===== config.mk =====
export PLATFORM = sky130hd
export DESIGN_NAME = jt12_wrdec
export DESIGN_NICKNAME = d
export VERILOG_FILES = /design/src/rtl/jt12_pkg.sv /design/src/rtl/jt12_wrdec_map.sv /design/src/rtl/jt12_wrdec.sv
export SDC_FILE = /design/constraint.sdc
export NUM_CORES = 1
export LEC_CHECK = 0
export BUFFER_PORTS_ARGS = -buffer_cell sky130_fd_sc_hd__buf_2
export CAP_MARGIN = 20
export CORE_ASPECT_RATIO = 0.7
export CORE_MARGIN = 8
export CORE_UTILIZATION = 44
export DETAILED_ROUTE_END_ITERATION = 12
export GPL_TIMING_DRIVEN = 0
export PLACE_DENSITY = 0.79
export SLEW_MARGIN = 20
export SYNTH_ARGS = -nofsm -noshare
export SYNTH_HDL_FRONTEND = slang
export SYNTH_HIERARCHICAL = 1
export SYNTH_SLANG_ARGS = --single-unit

===== constraint.sdc =====
create_clock -name clk -period 2.8 [get_ports clk]
set_clock_uncertainty 0.05 [all_clocks]
set_input_delay 0.56 -clock clk [delete_from_list [all_inputs] [get_ports clk]]
set_output_delay 0.56 -clock clk [all_outputs]
set_load 0.01 [all_outputs]

===== src/rtl/jt12_pkg.sv =====
// Shared constants and types for the JT12 CPU write decoder.
package jt12_pkg;

  localparam int SLOTS       = 24;  // register file sweep length
  localparam int ARM_TIMEOUT = 4;   // cycles to wait for busy before giving up

  localparam logic [7:0] ADDR_GLOB_LO  = 8'h21;
  localparam logic [7:0] ADDR_KEYON    = 8'h28;
  localparam logic [7:0] ADDR_GLOB_HI  = 8'h2F;
  localparam logic [7:0] ADDR_LOST_CLR = 8'h2F;
  localparam logic [7:0] ADDR_DT1      = 8'h30;
  localparam logic [7:0] ADDR_TL       = 8'h40;
  localparam logic [7:0] ADDR_KS_AR    = 8'h50;
  localparam logic [7:0] ADDR_AMEN_D1R = 8'h60;
  localparam logic [7:0] ADDR_D2R      = 8'h70;
  localparam logic [7:0] ADDR_D1L      = 8'h80;
  localparam logic [7:0] ADDR_SSGEG    = 8'h90;
  localparam logic [7:0] ADDR_FNUMLO   = 8'hA0;
  localparam logic [7:0] ADDR_BLOCK    = 8'hA4;
  localparam logic [7:0] ADDR_ALG      = 8'hB0;
  localparam logic [7:0] ADDR_PMS      = 8'hB4;

  typedef enum logic [1:0] {IDLE, ARM, WAIT} state_t;

  // One-hot update select, MSB first in output port order.
  typedef struct packed {
    logic keyon;
    logic alg;
    logic block;
    logic fnumlo;
    logic pms;
    logic dt1;
    logic tl;
    logic ks_ar;
    logic amen_d1r;
    logic d2r;
    logic d1l;
    logic ssgeg;
  } up_t;

endpackage


===== src/rtl/jt12_wrdec_map.sv =====
// Combinational address map: latched address/part -> update select, ch, op.
module jt12_wrdec_map
  import jt12_pkg::*;
(
  input  logic [7:0] areg,
  input  logic       apart,
  output up_t        sel,
  output logic [2:0] ch,
  output logic [1:0] op,
  output logic       is_global
);

  // Decode the register group; slot 3 of each group is unused by the chip.
  always_comb begin
    sel       = '0;
    is_global = 1'b0;
    ch        = apart ? ({1'b0, areg[1:0]} + 3'd3) : {1'b0, areg[1:0]};
    op        = areg[3:2];
    if (areg == ADDR_KEYON) begin
      sel.keyon = 1'b1;
    end else if (areg >= ADDR_GLOB_LO && areg <= ADDR_GLOB_HI) begin
      is_global = 1'b1;
    end else if (areg[1:0] != 2'd3) begin
      case (areg[7:4])
        ADDR_DT1[7:4]:      sel.dt1      = 1'b1;
        ADDR_TL[7:4]:       sel.tl       = 1'b1;
        ADDR_KS_AR[7:4]:    sel.ks_ar    = 1'b1;
        ADDR_AMEN_D1R[7:4]: sel.amen_d1r = 1'b1;
        ADDR_D2R[7:4]:      sel.d2r      = 1'b1;
        ADDR_D1L[7:4]:      sel.d1l      = 1'b1;
        ADDR_SSGEG[7:4]:    sel.ssgeg    = 1'b1;
        default: begin
          case ({areg[7:2], 2'b00})
            ADDR_FNUMLO: sel.fnumlo = 1'b1;
            ADDR_BLOCK:  sel.block  = 1'b1;
            ADDR_ALG:    sel.alg    = 1'b1;
            ADDR_PMS:    sel.pms    = 1'b1;
            default:     ;
          endcase
        end
      endcase
    end
  end

endmodule


===== src/rtl/jt12_wrdec.sv =====
// CPU write decoder: address latch, update strobe handshake, global write port.
module jt12_wrdec
  import jt12_pkg::*;
(
  input  logic       clk,
  input  logic       rst_n,
  input  logic [7:0] cpu_din,
  input  logic [1:0] cpu_addr,
  input  logic       cpu_cs_n,
  input  logic       cpu_wr_n,
  input  logic       busy_in,
  output logic [7:0] din,
  output logic [2:0] ch,
  output logic [1:0] op,
  output logic       up_keyon,
  output logic       up_alg,
  output logic       up_block,
  output logic       up_fnumlo,
  output logic       up_pms,
  output logic       up_dt1,
  output logic       up_tl,
  output logic       up_ks_ar,
  output logic       up_amen_d1r,
  output logic       up_d2r,
  output logic       up_d1l,
  output logic       up_ssgeg,
  output logic       glob_we,
  output logic [7:0] glob_addr,
  output logic [7:0] glob_data,
  output logic       busy_out,
  output logic       lost
);

  localparam int CW = $clog2(ARM_TIMEOUT);
  localparam logic [CW-1:0] TO_LAST = CW'(ARM_TIMEOUT - 1);

  state_t        state_q, state_d;
  logic [CW-1:0] cnt_q, cnt_d;
  logic [7:0]    areg;
  logic          apart;
  logic          wr_act_q;
  up_t           up_q;

  up_t           map_sel;
  logic [2:0]    map_ch;
  logic [1:0]    map_op;
  logic          map_glob;

  jt12_wrdec_map u_map (
    .areg      (areg),
    .apart     (apart),
    .sel       (map_sel),
    .ch        (map_ch),
    .op        (map_op),
    .is_global (map_glob)
  );

  // Only the first cycle of a low cs_n/wr_n run is a write.
  logic wr_act, wr, aw, dw, strobe_req, accept, drop, gw, act;
  assign wr_act     = ~cpu_cs_n & ~cpu_wr_n;
  assign wr         = wr_act & ~wr_act_q;
  assign aw         = wr & ~cpu_addr[0];
  assign dw         = wr &  cpu_addr[0];
  assign strobe_req = dw & (|map_sel);
  assign accept     = strobe_req & (state_q == IDLE) & ~busy_in;
  assign drop       = strobe_req & ~accept;
  assign gw         = dw & map_glob & ~apart;
  assign act        = (state_q != IDLE);

  // FSM state register.
  always_ff @(posedge clk or negedge rst_n) begin
    if (!rst_n) begin
      state_q <= IDLE;
      cnt_q   <= '0;
    end else begin
      state_q <= state_d;
      cnt_q   <= cnt_d;
    end
  end

  // Next state: ARM waits a bounded time for busy, WAIT waits for its release.
  always_comb begin
    state_d = state_q;
    cnt_d   = cnt_q;
    case (state_q)
      IDLE: if (accept) begin
        state_d = ARM;
        cnt_d   = '0;
      end
      ARM: begin
        if (busy_in)              state_d = WAIT;
        else if (cnt_q == TO_LAST) state_d = IDLE;
        else                      cnt_d   = cnt_q + 1'b1;
      end
      WAIT: if (!busy_in) state_d = IDLE;
      default: state_d = IDLE;
    endcase
  end

  // Address latch, update payload, global port and lost flag.
  always_ff @(posedge clk or negedge rst_n) begin
    if (!rst_n) begin
      wr_act_q  <= 1'b0;
      areg      <= '0;
      apart     <= 1'b0;
      up_q      <= '0;
      din       <= '0;
      ch        <= '0;
      op        <= '0;
      glob_we   <= 1'b0;
      glob_addr <= '0;
      glob_data <= '0;
      lost      <= 1'b0;
    end else begin
      wr_act_q <= wr_act;
      glob_we  <= gw;
      if (aw) begin
        areg  <= cpu_din;
        apart <= cpu_addr[1];
      end
      if (accept) begin
        up_q <= map_sel;
        din  <= cpu_din;
        ch   <= map_sel.keyon ? cpu_din[2:0] : map_ch;
        op   <= map_op;
      end
      if (gw) begin
        glob_addr <= areg;
        glob_data <= cpu_din;
      end
      if (drop)                               lost <= 1'b1;
      else if (aw && cpu_din == ADDR_LOST_CLR) lost <= 1'b0;
    end
  end

  // Strobes are only visible while an update is in flight.
  assign up_keyon    = act & up_q.keyon;
  assign up_alg      = act & up_q.alg;
  assign up_block    = act & up_q.block;
  assign up_fnumlo   = act & up_q.fnumlo;
  assign up_pms      = act & up_q.pms;
  assign up_dt1      = act & up_q.dt1;
  assign up_tl       = act & up_q.tl;
  assign up_ks_ar    = act & up_q.ks_ar;
  assign up_amen_d1r = act & up_q.amen_d1r;
  assign up_d2r      = act & up_q.d2r;
  assign up_d1l      = act & up_q.d1l;
  assign up_ssgeg    = act & up_q.ssgeg;
  assign busy_out    = act | busy_in;

endmodule


==> results.cfg, run 1 <==
[placed_design]
portBuffers = 58
dp.cells = 325
gp_congestion = 0.816
post_dp_cell_area_um2 = 3020
dp_hpwl_um = 4340

[global_routing]
grt_pass1_wl_um = 9720
grt.overflow.total = 0
grt_pass1_vias = 1921
grtUsageTotal_pct = 14.5
grt_max_degree = 58
antenna_found_initial = 0

[synth]
synth_edf_count = 0
yosysMostFrequentCell = dfrtp_1
synth_top_flop_cell = dfrtp_1
synth-compound-area-share_pct = 3.90
synth_top_family_by_area = multiplexers
yosysTopAreaCellShare_pct = 54.2
synthMuxAreaShare_pct = 21.3
synth_common_cells = dfrtp_1, mux2_1, mux2_2, nor2b_1, mux2_4
synth_fp_nets = 212
yosysWarnings = 6
synth_area_um2 = 2630
postSynthCellCount = 192
synth-seq-cells = 57
synthTopCellsByArea = dfrtp_1, mux2_1, mux2_2
synth_area_per_cell_um2 = 13.7
synth_xor_area_share_pct = 0.665
synth-simple-area-share_pct = 14.1
synth_cell_types = 40
synthAdderAreaFrac_pct = 2.38
yosysSeqAreaShare_pct = 54.2
async_reset_ff_share_pct = 100
synth_top_area_cell = dfrtp_1

[floorplan]
rows = 23
die_h_um = 80.7
ios = 59
die-area_um2 = 8750
design.core.area_um2 = 5760
dieWidth_um = 108
start_util_pct = 45.7

[cts]
cts_tree = built
clk_latency_ns = 0.33
cts_root_buffer = clkbuf_8
clock-sinks = 57
clk_path_buf_depth = 2
cts_max_level = 3
cts_buffers = 9
cts.clk_slew.worst_paths_ns = 0.06
ctsHoldBuffers = 0

[sta]
slew_headroom_pct = 47.8
setup-violations-final = 0
period_share_pct = 97.6
worst_slew_pin_slew_ns = 0.777
hold_viol = 0
holdWs_ns = 0.219
maxSlewViolCount = 0
period_needed_ns = 2.73
fmax_ghz = 0.366

[setup_path]
crit_required_ns = 2.96
crit_path_max_fanout = 10
criticalPathCategory = reg -> reg
crit_slowest_cell = or4b_4
r2r_slack_ns = 0.07
start_kind = register
arrival_ns = 2.89
slowest_delay_ns = 0.56
cp_top_family = simple AND/OR/NAND/NOR gates
end_kind = register
critPathBufInv = 2
path_cells = ha_4 > or4b_4 > nor4b_4 > nor4_2 > and3_4 > nand2b_4 > buf_6 > buf_8 > mux2_1

[layout]
n_antenna_cell = 0
fin_cells = 350
fill_cells = 484
regArea_um2 = 1430
final_nets = 291
layout-drive-gt1-share_pct = 51.6
syn_to_final_growth_pct = 29.3
stdcell_area_um2 = 3400
multiInputGateArea_um2 = 1190

[run_status]
status = finished, final reports clean

[power]
ir_drop_mv = 0.489
p_total_uw = 2730
p_leak_uw = 0.00175
power.density_nw_per_um2 = 801

[drt]
firstDrtPassIters = 4
vias = 1837
drt-initial-drc-count = 84
wl_um = 5950
drt-wirelength-per-cell_um = 17.0
route.detailed.drc = 0
routed_via_density = 5.25
ant_nets = 0

[min_path]
holdCritPathClass = in -> async

[job]
drv_cap = 0
[flip-flops by register name (all words and copies together), names as in the netlist]
name / count
up_q: 12
areg: 8
din: 8
glob_addr: 8
glob_data: 8
ch: 3
cnt_q: 2
op: 2
state_q: 2
apart: 1
glob_we: 1
lost: 1
wr_act_q: 1
[worst register-to-register path: stages (launching register included)]
cell	delay (ns)
dfrtp_2	0.45
ha_4	0.19
or4b_4	0.56
nor4b_4	0.33
nor4_2	0.07
and3_4	0.21
nand2b_4	0.14
buf_6	0.14
buf_8	0.15
mux2_1	0.32
[final timing paths]
check | start | end | depth (start not counted)
max in group asynchronous | rst_n | areg[1] | 1
worst max-delay path | areg[1] | din[6] | 9
worst min-delay path | rst_n | glob_addr[7] | 1
min in group clk | cpu_cs_n | wr_act_q | 2
worst min register to register | cnt_q[0] | cnt_q[0] | 1
worst max register to register | areg[1] | din[6] | 9
[per-stage QoR]
step / utilization (%) / setup WS [ns] / TNS [ns]
floorplan: - / 0.136 / 0
global route: 59.2 / -0.00355 / -0.00664
finish: 59.2 / 0.0671 / 0
CTS: 57.0 / 0.00263 / 0
global placement: 52.4 / -0.132 / -1.40
detailed placement: 52.5 / -0.184 / -1.87
[layout by cell type, fill, tap and decap left out, drive strengths merged, types with 3 or more instances in the layout]
cell type and count:
clkbuf 15, dfrtp 57, buf 76, nor4 5, nor2b 15, nor2 9
or4b 4, mux2 45, a22o 8, nor3 5, or3b 3, ha 5
inv 5
[report_power, final]
| group | internal (µW) | leakage, µW | switching [µW] | total [µW] |
|---|---|---|---|---|
| Combinational | 411 | 0.000889 | 342 | 752 |
| Sequential | 1030 | 0.000748 | 143 | 1170 |
| Clock | 501 | 0.000112 | 300 | 801 |
[layer usage]
metal | vias up | routed length, µm | global-route usage [%]
met5 | - | 0 | 0
met4 | 0 | 63 | 3.27
met3 | 9 | 509 | 7.67
met2 | 51 | 2730 | 21.9
met1 | 930 | 2640 | 18.0
li1 | 847 | - | -
[kinds of logic after synthesis]
family                   count (synthesis)
multiplexers                            47
AO/OA/AOI/OAI                           12
flip-flops                              57
buffers and inverters                   15
adder cells (fa/ha/maj)                  5
XOR/XNOR                                 2
AND/OR/NAND/NOR                         54
[final cells by class]
cell class              count  area share [%]
plain buffers              10            2.79
clock buffers              13            5.26
clock inverters             2            1.03
inverters                   5           0.551
multi-input cells         120            34.8
flip-flops and latches     57            42.0
well taps                  75            2.76
repair buffers             68            10.8
[repair_timing]
item / 4_1_cts / 5_1_grt
buffers inserted: 2 / 8
gates resized for setup: 9 / 12
pin swaps: 0 / 5
setup endpoints to repair: 20 / 20
Power figures use the tool's default switching activity.
==> inputs of run 2 (changes only) <==
Settings changed: SYNTH_HIERARCHICAL 1 to default.
==> results.cfg, run 2 <==
[setup_path]
arrival_ns = 2.60
worstRegToRegCells = 9
path_cells = inv_1 > ha_1 > nand3b_1 > and2b_2 > a211oi_4 > nand2b_1 > buf_6 > buf_12 > mux2_4
end_kind = register
r2r_slack_ns = 0.37
critPathLaunch = areg[0]
crit_required_ns = 2.97
criticalPathCategory = reg -> reg
r2r-start = areg[0]
start_kind = register
critPathCapture = din[0]
crit_slowest_cell = dfrtp_1
r2r-end = din[0]
slowest_delay_ns = 0.41
crit_path_max_fanout = 10

[layout]
largest_reg_flops = 12
final_cell_mix = dfrtp_1, buf_2, nand2_1, nor2b_1, o21ai_0
n_antenna_cell = 0
layout-drive-gt1-share_pct = 33.0
syn_to_final_growth_pct = 25.8
fill_cells = 506
largest-register = up_q
final_nets = 312
fin_util_pct = 56.8

[global_routing]
grt.overflow.total = 0
grt_pass1_wl_um = 9920
grt_max_degree = 58
grtUsageTotal_pct = 15.0
antenna_found_initial = 0
grt_pass1_vias = 1988

[cts]
cts_tree = built
cts.clk_slew.worst_paths_ns = 0.06
cts_buffers = 9
clock-sinks = 57
clk_latency_ns = 0.34
cts_max_level = 3
cts-resized-gates = 0
cts_root_buffer = clkbuf_8
postCtsSetupRepairBufs = 0
ctsHoldBuffers = 0
clk_path_buf_depth = 2

[synth]
yosysWarnings = 0
synth_top_area_cell = dfrtp_1
postSynthCellCount = 223
yosysMostFrequentCell = dfrtp_1
synthTopCellsByArea = dfrtp_1, nand2_1, mux2_4
yosysTopAreaCellShare_pct = 55.4
synth_edf_count = 0
synth_cell_types = 42
synth_fp_nets = 243
synth_top_flop_cell = dfrtp_1
synth_area_um2 = 2570
async_reset_ff_share_pct = 100
synth_area_per_cell_um2 = 11.5
synth_common_cells = dfrtp_1, nand2_1, nor2b_1, o21ai_0, mux2_4
synth-seq-cells = 57
yosysSeqAreaShare_pct = 55.4

[drt]
route.detailed.drc = 0
wl_um = 5930
firstDrtPassIters = 4
drt-initial-drc-count = 104
drt-wirelength-per-cell_um = 16.0
vias = 1884
ant_nets = 0
routed_via_density = 5.06

[sta]
setup-violations-final = 0
maxSlewViolCount = 0
setup_slack_ns = 0.369
holdWs_ns = 0.234
period_share_pct = 86.8
rsz0062_at_grt = no
fmax_ghz = 0.411
worst_slew_pin_slew_ns = 0.783
fin_tns_setup_ns = 0
hold_viol = 0
period_needed_ns = 2.43
slew_headroom_pct = 47.3

[power]
power.density_nw_per_um2 = 886
p_leak_uw = 0.00170
ir_drop_mv = 0.451

[run_status]
status = finished, final reports clean

[floorplan]
rows = 23
design.core.area_um2 = 5700
die-area_um2 = 8600
dieWidth_um = 107
ios = 59
start_util_pct = 45.2
die_h_um = 80.0

[min_path]
holdCritPathClass = in -> async

[placed_design]
portBuffers = 58
dp_slack_ns = 0.403
dp_hpwl_um = 4250
gp_congestion = 0.817

[job]
drv_cap = 0
[run 2: worst min-delay path by stage]
stage,from,endpoint,slack (ns),depth (start not counted)
final,rst_n,up_q[5],0.23,1
after global routing,rst_n,up_q[3],0.26,1
after CTS,rst_n,din[6],0.24,1
after detailed placement,glob_addr[5],glob_addr[5],0.40,1
after global placement,glob_addr[5],glob_addr[5],0.40,1
after floorplan,rst_n,apart,0.21,0
[run 2: metrics by stage]
| stage | cell area (µm²) | std cells | power, µW |
|---|---|---|---|
| 2_1_floorplan | 2570 | 223 | 1560 |
| 3_3_place_gp | 2960 | 356 | 1810 |
| 3_5_place_dp | 2960 | 356 | 1830 |
| 4_1_cts | 3240 | 372 | 2910 |
| 5_1_grt | 3240 | 372 | 3040 |
| 6_report | 3240 | 372 | 2870 |
[run 2: logic make-up after synthesis]
kind of cell,after synthesis,synth area share (%)
AOI/OAI and AO/OA,30,8.02
adders and majority gates,5,2.43
and+or+nand+nor,95,20.1
DFF,57,55.4
xor gates and xnor gates,2,0.680
muxes,21,10.4
buffers and inverters,13,2.96
[run 2: power breakdown]
group          total, µW  switching [µW]  internal, µW  leakage (µW)
clock               1050             321           728      0.000140
combinational        649             319           331      0.000805
sequential          1170             148          1020      0.000752
total               2870             787          2080       0.00170
[run 2: layout make-up]
cell class              count  area (µm²)  area share (%)
inverters                   6        22.5           0.696
repair buffers             58         293            9.04
well taps                  75        93.8            2.90
clock inverters             5         125            3.86
clock buffers              11         151            4.68
flip-flops and latches     57        1430            44.0
multi-input cells         153        1070            33.1
plain buffers               7        53.8            1.66
[run 2: metal layers]
| metal | share of wire [%] | up-vias | global-route usage, % |
|---|---|---|---|
| li1 | - | 907 | - |
| met1 | 47 | 907 | 19.2 |
| met2 | 43 | 63 | 22.1 |
| met3 | 8.9 | 7 | 7.18 |
| met4 | 0.88 | 0 | 3.72 |
| met5 | 0 | - | 0 |
[run 2: critical path: cells and delay by family (launching register included)]
family | cells | cell delay [ns]
AND/OR/NAND/NOR | 3 | 0.57
flip-flops | 1 | 0.41
buffers and inverters | 3 | 0.40
AO/OA/AOI/OAI | 1 | 0.37
multiplexers | 1 | 0.30
adder cells (fa/ha/maj) | 1 | 0.21
==> inputs of run 3 (changes only) <==
Settings changed: CELL_PAD_IN_SITES_DETAIL_PLACEMENT from default to 1, CELL_PAD_IN_SITES_GLOBAL_PLACEMENT from default to 1, CORE_UTILIZATION 44 to 39, CTS_BUF_LIST from default to sky130_fd_sc_hd__clkbuf_4, PLACE_DENSITY 0.79 to 0.81.
==> results.cfg, run 3 (synthesized netlist as in run 2, its figures left out) <==
[run_status]
status = finished, final reports clean

[setup_path]
end_kind = register
crit_required_ns = 3.03
criticalPathCategory = reg -> reg
critPathCapture = ch[1]
r2r-end = ch[1]
r2r_slack_ns = 0.34
critPathLaunch = areg[0]
worstRegToRegCells = 9
start_kind = register
r2r-start = areg[0]
arrival_ns = 2.69
crit_path_max_fanout = 10

[global_routing]
grt.overflow.total = 0
grtUsageTotal_pct = 15.0
antenna_found_initial = 0
grt_max_degree = 58
grt_pass1_vias = 2077
grt_pass1_wl_um = 11200

[sta]
hold_viol = 0
setup-violations-final = 0
fin_tns_setup_ns = 0
fmax_ghz = 0.407
period_share_pct = 87.8
maxSlewViolCount = 0
slew_headroom_pct = 45.7
period_needed_ns = 2.46
worst_slew_pin_slew_ns = 0.807
holdWs_ns = 0.145
rsz0062_at_grt = no

[drt]
vias = 1932
route.detailed.drc = 0
firstDrtPassIters = 4
drt-wirelength-per-cell_um = 17.6
routed_via_density = 5.15
drt-initial-drc-count = 84
wl_um = 6610
ant_nets = 0

[layout]
syn_to_final_growth_pct = 21.3
n_antenna_cell = 0
largest-register = up_q
layout-drive-gt1-share_pct = 33.0
fill_cells = 716
final_nets = 312
largest_reg_flops = 12
final_cell_mix = dfrtp_1, buf_2, nand2_1, nor2b_1, o21ai_0

[floorplan]
die-area_um2 = 9500
die_h_um = 84.0
design.core.area_um2 = 6310
rows = 24
dieWidth_um = 113
ios = 59
start_util_pct = 40.8

[cts]
postCtsSetupRepairBufs = 0
clk_latency_ns = 0.41
clock-sinks = 57
cts_root_buffer = clkbuf_4
clk_path_buf_depth = 2
cts.clk_slew.worst_paths_ns = 0.10
cts_tree = built
cts-resized-gates = 0
cts_buffers = 9
ctsHoldBuffers = 0
cts_max_level = 3

[placed_design]
dp_hpwl_um = 4870
gp_congestion = 0.797
portBuffers = 58

[min_path]
holdCritPathClass = in -> async

[power]
ir_drop_mv = 0.312
power.density_nw_per_um2 = 806
p_leak_uw = 0.00164

[job]
drv_cap = 0
[run 3: cell count changes in the layout (fill, tap and decap cells not counted), sizes merged]
cell,previous run,this run
bufinv,4,2
clkinv,1,3
clkbuf,15,14
clkinvlp,0,1
[run 3: worst min path at each step]
stage	slack, ns	to	depth (start not counted)	start
finish	0.14	up_q[0]	1	rst_n
global route	0.19	up_q[5]	1	rst_n
CTS	0.15	up_q[2]	1	rst_n
detailed placement	0.40	glob_addr[5]	1	glob_addr[5]
global placement	0.40	glob_data[6]	2	glob_data[6]
floorplan	0.21	apart	0	rst_n
[run 3: metrics by stage]
stage	util, %	instance area [µm²]	cells	setup WS, ns	total power (µW)
after floorplan	-	2570	223	0.648	1560
after global placement	47.0	2960	359	0.386	1820
after detailed placement	47.0	2970	359	0.345	1860
after CTS	49.5	3120	375	0.323	2560
after global routing	49.5	3120	375	0.145	2680
final	49.5	3120	375	0.342	2520
[run 3: final cells by class]
cell class / count / area, µm² / area share, %
inverter: 6 / 22.5 / 0.721
clock buffer: 10 / 75.1 / 2.40
sequential: 57 / 1430 / 45.7
timing repair buffer: 58 / 293 / 9.37
clock inverter: 6 / 82.6 / 2.64
tap: 78 / 97.6 / 3.12
buffer: 7 / 53.8 / 1.72
multi-input combinational: 153 / 1070 / 34.3
[run 3: layer usage]
metal	vias up	share of wire (%)	track usage, %	wire length (µm)
met5	-	0	0	0
met4	0	1.1	3.73	74
met3	12	7.2	6.50	477
met2	59	45	22.4	2960
met1	952	47	19.2	3100
li1	909	-	-	-
[run 3: worst max-delay path, cell delays in order, from the launching register on]
cell,delay (ns)
dfrtp_1,0.43
inv_1,0.12
ha_1,0.22
nand3b_1,0.13
and2b_2,0.28
a211oi_4,0.35
nand2b_1,0.17
buf_6,0.13
buf_12,0.15
mux2_4,0.31
[run 3: where the power goes]
part           switching [µW]  internal (µW)
clock                     311            368
combinational             329            332
sequential                157           1020
